**src/rtl/matrix_pkg.sv**
```systemverilog
// Shared types and sizes for the LED matrix scan driver.
// Holds the frame layout, the scan state encoding and the matrix geometry.
package matrix_pkg;

   localparam int NROWS = 16;
   localparam int NCOLS = 16;

   typedef logic [NROWS-1:0][NCOLS-1:0] frame_t;

   typedef enum logic [1:0] {
      IDLE,
      LOAD,
      SCAN,
      BLANK
   } scan_state_t;

endpackage

```
**src/rtl/scan_tick_counter.sv**
```systemverilog
// Loadable down-counter used to time how long a row is driven and how long
// the matrix stays blank between rows. o_done is high while the count is zero,
// so loading N-1 yields a done indication on the N-th cycle after the load.
module scan_tick_counter #(
   parameter int W = 3
) (
   input  logic         i_clk,
   input  logic         i_rst,
   input  logic         i_clear,
   input  logic         i_load,
   input  logic [W-1:0] i_loadVal,
   input  logic         i_dec,
   output logic         o_done
);

   logic [W-1:0] r_count;

   // Clear wins over load, load wins over decrement; the count never wraps below zero.
   always_ff @(posedge i_clk or posedge i_rst) begin
      if (i_rst) begin
         r_count <= '0;
      end else if (i_clear) begin
         r_count <= '0;
      end else if (i_load) begin
         r_count <= i_loadVal;
      end else if (i_dec && (r_count != '0)) begin
         r_count <= r_count - W'(1);
      end
   end

   assign o_done = (r_count == '0);

endmodule

```
**src/rtl/matrix_scan_driver.sv**
```systemverilog
// Scans a 16x16 frame onto the LED matrix one row at a time.
// A shadow copy of the frame is taken only in the one-cycle LOAD state between
// frames, so a frame never tears mid-scan. Rows are separated by optional
// blanking cycles to suppress ghosting.
// Build option: define MATRIX_FLIP_EN to flip the image vertically
// (frame row 0 drives physical row 15); scan timing is unaffected.
module matrix_scan_driver
   import matrix_pkg::*;
#(
   parameter int ROW_DIV   = 4,
   parameter int BLANK_CYC = 1
) (
   input  logic        i_clk,
   input  logic        i_rst,
   input  logic        i_scanEn,
   input  frame_t      i_frameIn,
   input  logic        i_frameValid,
   output logic [15:0] o_rowSel,
   output logic [15:0] o_colData,
   output logic        o_frameLatched
);

   localparam int DIV_W = $clog2(ROW_DIV + 1);
   localparam int BLK_W = (BLANK_CYC > 0) ? $clog2(BLANK_CYC + 1) : 1;
   localparam logic [DIV_W-1:0] DIV_LOAD = DIV_W'(ROW_DIV - 1);
   localparam logic [BLK_W-1:0] BLK_LOAD = BLK_W'((BLANK_CYC > 0) ? (BLANK_CYC - 1) : 0);
   localparam logic [3:0] LAST_ROW = 4'(NROWS - 1);

   scan_state_t r_state;
   logic [3:0]  r_row;
   frame_t      r_shadow;
   logic        r_frameLatched;

   logic w_divDone;
   logic w_divLoad;
   logic w_divDec;
   logic w_blankDone;
   logic w_blankLoad;
   logic w_blankDec;
   logic w_clear;

   // Counter controls: the row timer restarts on every row entry, the blank timer on every row exit.
   always_comb begin
      w_clear     = ~i_scanEn;
      w_divLoad   = 1'b0;
      w_divDec    = 1'b0;
      w_blankLoad = 1'b0;
      w_blankDec  = 1'b0;
      if (i_scanEn) begin
         case (r_state)
            LOAD: begin
               w_divLoad = 1'b1;
            end
            SCAN: begin
               if (!w_divDone) begin
                  w_divDec = 1'b1;
               end else if (BLANK_CYC > 0) begin
                  w_blankLoad = 1'b1;
               end else if (r_row != LAST_ROW) begin
                  w_divLoad = 1'b1;
               end
            end
            BLANK: begin
               if (!w_blankDone) begin
                  w_blankDec = 1'b1;
               end else if (r_row != LAST_ROW) begin
                  w_divLoad = 1'b1;
               end
            end
            default: begin
            end
         endcase
      end
   end

   scan_tick_counter #(.W(DIV_W)) u_divCounter (
      .i_clk     (i_clk),
      .i_rst     (i_rst),
      .i_clear   (w_clear),
      .i_load    (w_divLoad),
      .i_loadVal (DIV_LOAD),
      .i_dec     (w_divDec),
      .o_done    (w_divDone)
   );

   scan_tick_counter #(.W(BLK_W)) u_blankCounter (
      .i_clk     (i_clk),
      .i_rst     (i_rst),
      .i_clear   (w_clear),
      .i_load    (w_blankLoad),
      .i_loadVal (BLK_LOAD),
      .i_dec     (w_blankDec),
      .o_done    (w_blankDone)
   );

   // Scan sequencer: dropping i_scanEn always returns to IDLE so a restart begins at a fresh LOAD.
   always_ff @(posedge i_clk or posedge i_rst) begin
      if (i_rst) begin
         r_state        <= IDLE;
         r_row          <= 4'd0;
         r_shadow       <= '0;
         r_frameLatched <= 1'b0;
      end else begin
         r_frameLatched <= 1'b0;
         if (!i_scanEn) begin
            r_state <= IDLE;
            r_row   <= 4'd0;
         end else begin
            case (r_state)
               IDLE: begin
                  r_state <= LOAD;
               end
               LOAD: begin
                  if (i_frameValid) begin
                     r_shadow       <= i_frameIn;
                     r_frameLatched <= 1'b1;
                  end
                  r_row   <= 4'd0;
                  r_state <= SCAN;
               end
               SCAN: begin
                  if (w_divDone) begin
                     if (BLANK_CYC > 0) begin
                        r_state <= BLANK;
                     end else if (r_row != LAST_ROW) begin
                        r_row <= r_row + 4'd1;
                     end else begin
                        r_state <= LOAD;
                     end
                  end
               end
               BLANK: begin
                  if (w_blankDone) begin
                     if (r_row != LAST_ROW) begin
                        r_row   <= r_row + 4'd1;
                        r_state <= SCAN;
                     end else begin
                        r_state <= LOAD;
                     end
                  end
               end
               default: begin
                  r_state <= IDLE;
               end
            endcase
         end
      end
   end

   // Pin drive is decoded from registered state only, so the matrix is dark outside SCAN.
   always_comb begin
      o_rowSel  = 16'h0000;
      o_colData = 16'h0000;
      if (r_state == SCAN) begin
`ifdef MATRIX_FLIP_EN
         o_rowSel = 16'h8000 >> r_row;
`else
         o_rowSel = 16'h0001 << r_row;
`endif
         o_colData = r_shadow[r_row];
      end
   end

   assign o_frameLatched = r_frameLatched;

endmodule

```
**config.mk**
```make
export PLATFORM = sky130hd
export DESIGN_NAME = matrix_scan_driver
export DESIGN_NICKNAME = d
export VERILOG_FILES = /design/src/rtl/matrix_pkg.sv /design/src/rtl/scan_tick_counter.sv /design/src/rtl/matrix_scan_driver.sv
export SDC_FILE = /design/constraint.sdc
export NUM_CORES = 1
export LEC_CHECK = 0
export ABC_AREA = 1
export BUFFER_PORTS_ARGS = -buffer_cell sky130_fd_sc_hd__clkbuf_2
export CAP_MARGIN = 40
export CORE_ASPECT_RATIO = 1.1
export CORE_MARGIN = 2
export CORE_UTILIZATION = 45
export CTS_BUF_LIST = sky130_fd_sc_hd__clkbuf_16
export DETAILED_ROUTE_END_ITERATION = 12
export GPL_TIMING_DRIVEN = 0
export PLACE_DENSITY = 0.75
export REMOVE_ABC_BUFFERS = 1
export SYNTH_ARGS = -nofsm -noshare
export SYNTH_HDL_FRONTEND = slang
export SYNTH_HIERARCHICAL = 1
export SYNTH_SLANG_ARGS = --single-unit
```
**constraint.sdc**
```tcl
create_clock -name i_clk -period 8.85 [get_ports i_clk]
set_input_delay 0.4425 -clock i_clk [delete_from_list [all_inputs] [get_ports i_clk]]
set_output_delay 0.4425 -clock i_clk [all_outputs]
set_load 0.02 [all_outputs]
```
==> run_results.csv <==
group,metric,value,unit
place,portBuffers,292,
clock_network,cts_sinks,267,
timing,worst_clock_skew,0.00993,ns
worst_setup_path,end_kind,"flop",
timing,period_share,40.4,%
clock_network,cts_tree,"built",
cells_and_area,final_common_cell,"nand2_1",
worst_setup_path,crit_type,"flop to flop",
yosys,yosysSeqAreaShare,51.1,%
timing,fmax,280,MHz
outcome,outcome,"completed",
power,p_per_area,269,nW/um^2
clock_network,htreeDepth,1,
route,dr.first_iter.drc_count,947,
yosys,synth_edf_count,0,
timing,hold_viol_final,0,
yosys,synthMuxAreaShare,0,%
cells_and_area,fin_area,15700,sq um
yosys,yosys_register_bits,267,
clock_network,cts_buffer_depth,3,
timing,relSlewSlack,47.3,%
timing,period_needed,3.57,ns
floorplanning,rows,65,
power,peakVddDrop,199,uV
grt,track_usage,23.2,%
floorplanning,start_util,45.7,%
yosys,ys_warn_count,6,
yosys,synthCells,1726,
yosys,synth-xor-area-share,0.0669,%
floorplanning,coreArea,28600,sq um
timing,tightestPinTransition,0.790,ns
floorplanning,die_w,167,um
cells_and_area,drive_above_1_share,18.4,%
floorplanning,io-pin-count,293,
hold_path,hp-class,"primary input to flop",
floorplanning,die_area,30500,sq um
route,drc,0,
clock_network,cts_resized,0,
worst_setup_path,start_kind,"flop",
route,postRouteAntennaNets,0,
place,place_hpwl,22.1,mm
power,p_leak,8.11,nW
place,place_congestion,0.785,
yosys,synthArstFlopShare,100,%
timing,rsz0062_at_grt,"no",
yosys,syn_area,13100,sq um
cells_and_area,final_nets,2226,
yosys,synth_cell_types,23,
grt,grt_overflow,0,
yosys,synth-compound-area-share,11.0,%
worst_setup_path,required,9.32,ns
yosys,synthFlopType,"dfrtp_1",
place,placed_area,14700,sq um
clock_network,insertion_delay,0.55,ns
worst_setup_path,rrSetupSlack,5.28,ns
route,avgRoutedWirePerCell,15.1,um
cells_and_area,layout_common_cells,"nand2_1, clkbuf_2, dfrtp_1, inv_1, o21ai_1",
timing,setup_violations,0,
yosys,avgSynthCellArea,7.58,sq um
yosys,synthSimpleGateAreaFrac,26.9,%
cells_and_area,fin_cells,2349,
place,dpl.cell_count,2293,
timing,drv_slew,0,
grt,grt_pass1_wl,58.3,mm
worst_setup_path,critPathMaxFanout,149,
clock_network,clockRootBuffer,"clkbuf_16",
cells_and_area,area_delta_synth_final,19.8,%
grt,grt_max_degree,150,
grt,grt_antenna_before_repair,2,
grt,grt_pass1_vias,11727,
worst_setup_path,cp.arrival,4.04,ns
cells_and_area,fillers,2701,
route,drt_wl_total,35.4,mm
route,dr.pass1.iters,5,
cells_and_area,multi_input_area,5100,sq um
flow_run,max-cap-violations,0,
route,num_vias,11878,
clock_network,clkSlewWorstSetupHoldPaths,0.06,ns
route,viasPerCell,5.06,
floorplanning,dieHeight,183,um
clock_network,cts_made_buffers,30,
cells_and_area,regArea,6690,sq um
yosys,synth_top_family_by_area,"simple AND/OR/NAND/NOR gates",
yosys,synth_fa_ha_area_share,0.765,%
layer usage:
metal  wire length (um)  part of all wire [%]  up-vias  global-route usage, %
met2              16900                    48      401                   39.6
li1                   -                     -     5866                      -
met5                  0                     0        -                      0
met3               2250                   6.4       55                   3.22
met1              15500                    44     5556                   31.6
met4                676                   1.9        0                   5.62
area by class of cell:
type | instances | share of cell area [%]
multi-input combinational | 1174 | 32.5
tap | 368 | 2.94
timing repair buffer | 305 | 11.3
antenna | 2 | 0.0319
sequential | 267 | 42.7
inverter | 180 | 4.43
clock inverter | 22 | 1.12
clock buffer | 31 | 4.95
power breakdown:
part | leakage [nW] | internal [mW] | switching [mW]
registers | 3.30 | 1.74 | 0.203
clock network | 0.478 | 0.713 | 0.500
logic | 4.33 | 0.429 | 0.633
stage by stage:
step	utilization (%)	hold slack (ns)	power (mW)	TNS, ns	setup WS, ns
final	54.8	0.0810	4.22	0	5.28
after global routing	54.7	0.0669	4.54	0	4.89
after CTS	54.7	0.0554	4.25	0	5.23
after detailed placement	51.4	0.364	3.01	0	5.24
after global placement	50.2	0.292	2.98	-534.69	-2.03
after floorplan	-	0.171	2.72	0	1.17
cell families after synthesis:
kind of cell             Yosys count
AO/OA/AOI/OAI                    273
flip-flops                       267
buffers and inverters            287
other                              2
XOR/XNOR                           1
adder cells (fa/ha/maj)            8
AND/OR/NAND/NOR                  888
Yosys cell counts (2+ instances only):
cell type	number	area share, %
nor2_2	4	0.19
nand2_1	648	19
buf_4	37	2.1
ha_1	8	0.77
o21ai_0	67	2.6
nor2_1	100	2.9
buf_6	8	0.69
nand2_2	2	0.096
o211ai_1	30	1.7
inv_2	5	0.14
a21oi_1	30	1.1
nand3_1	132	5.0
conb_1	2	0.057
buf_2	34	1.3
o21ai_1	146	5.6
dfrtp_1	267	51
buf_1	7	0.20
clkbuf_1	21	0.60
inv_1	174	5.0
worst paths after layout:
check | start | cells after the start | endpoint
max | r_state[0]$_DFFE_PP0P_ | 9 | r_shadow[84]$_DFFE_PP0P_
min reg2reg | r_shadow[233]$_DFFE_PP0P_ | 2 | r_shadow[233]$_DFFE_PP0P_
max reg2reg | r_state[0]$_DFFE_PP0P_ | 9 | r_shadow[84]$_DFFE_PP0P_
max in group asynchronous | i_rst | 4 | r_shadow[93]$_DFFE_PP0P_
min in group asynchronous | i_rst | 3 | u_blankCounter/r_count$_DFFE_PP0P_
min | i_frameIn[180] | 3 | r_shadow[180]$_DFFE_PP0P_
repair_timing:
item | in CTS | in global routing
hold buffers | 1 | 0
hold endpoints to repair | 4 | 0
setup buffers | 0 | 0
state kept, by name, summed over array words and instances, names as in the netlist:
register	flops
r_shadow	256
r_row	4
u_divCounter/r_count	3
r_state	2
o_frameLatched	1
u_blankCounter/r_count	1
critical path, stage by stage, from the launching register on:
cell     delay (ns)
dfrtp_1        0.42
inv_2          0.05
nor2_1         0.20
nand3_4        0.57
buf_16         0.45
inv_8          0.54
buf_16         0.45
buf_16         0.40
nand2_1        0.13
o21ai_1        0.12
(Power assumes the default switching activity.)
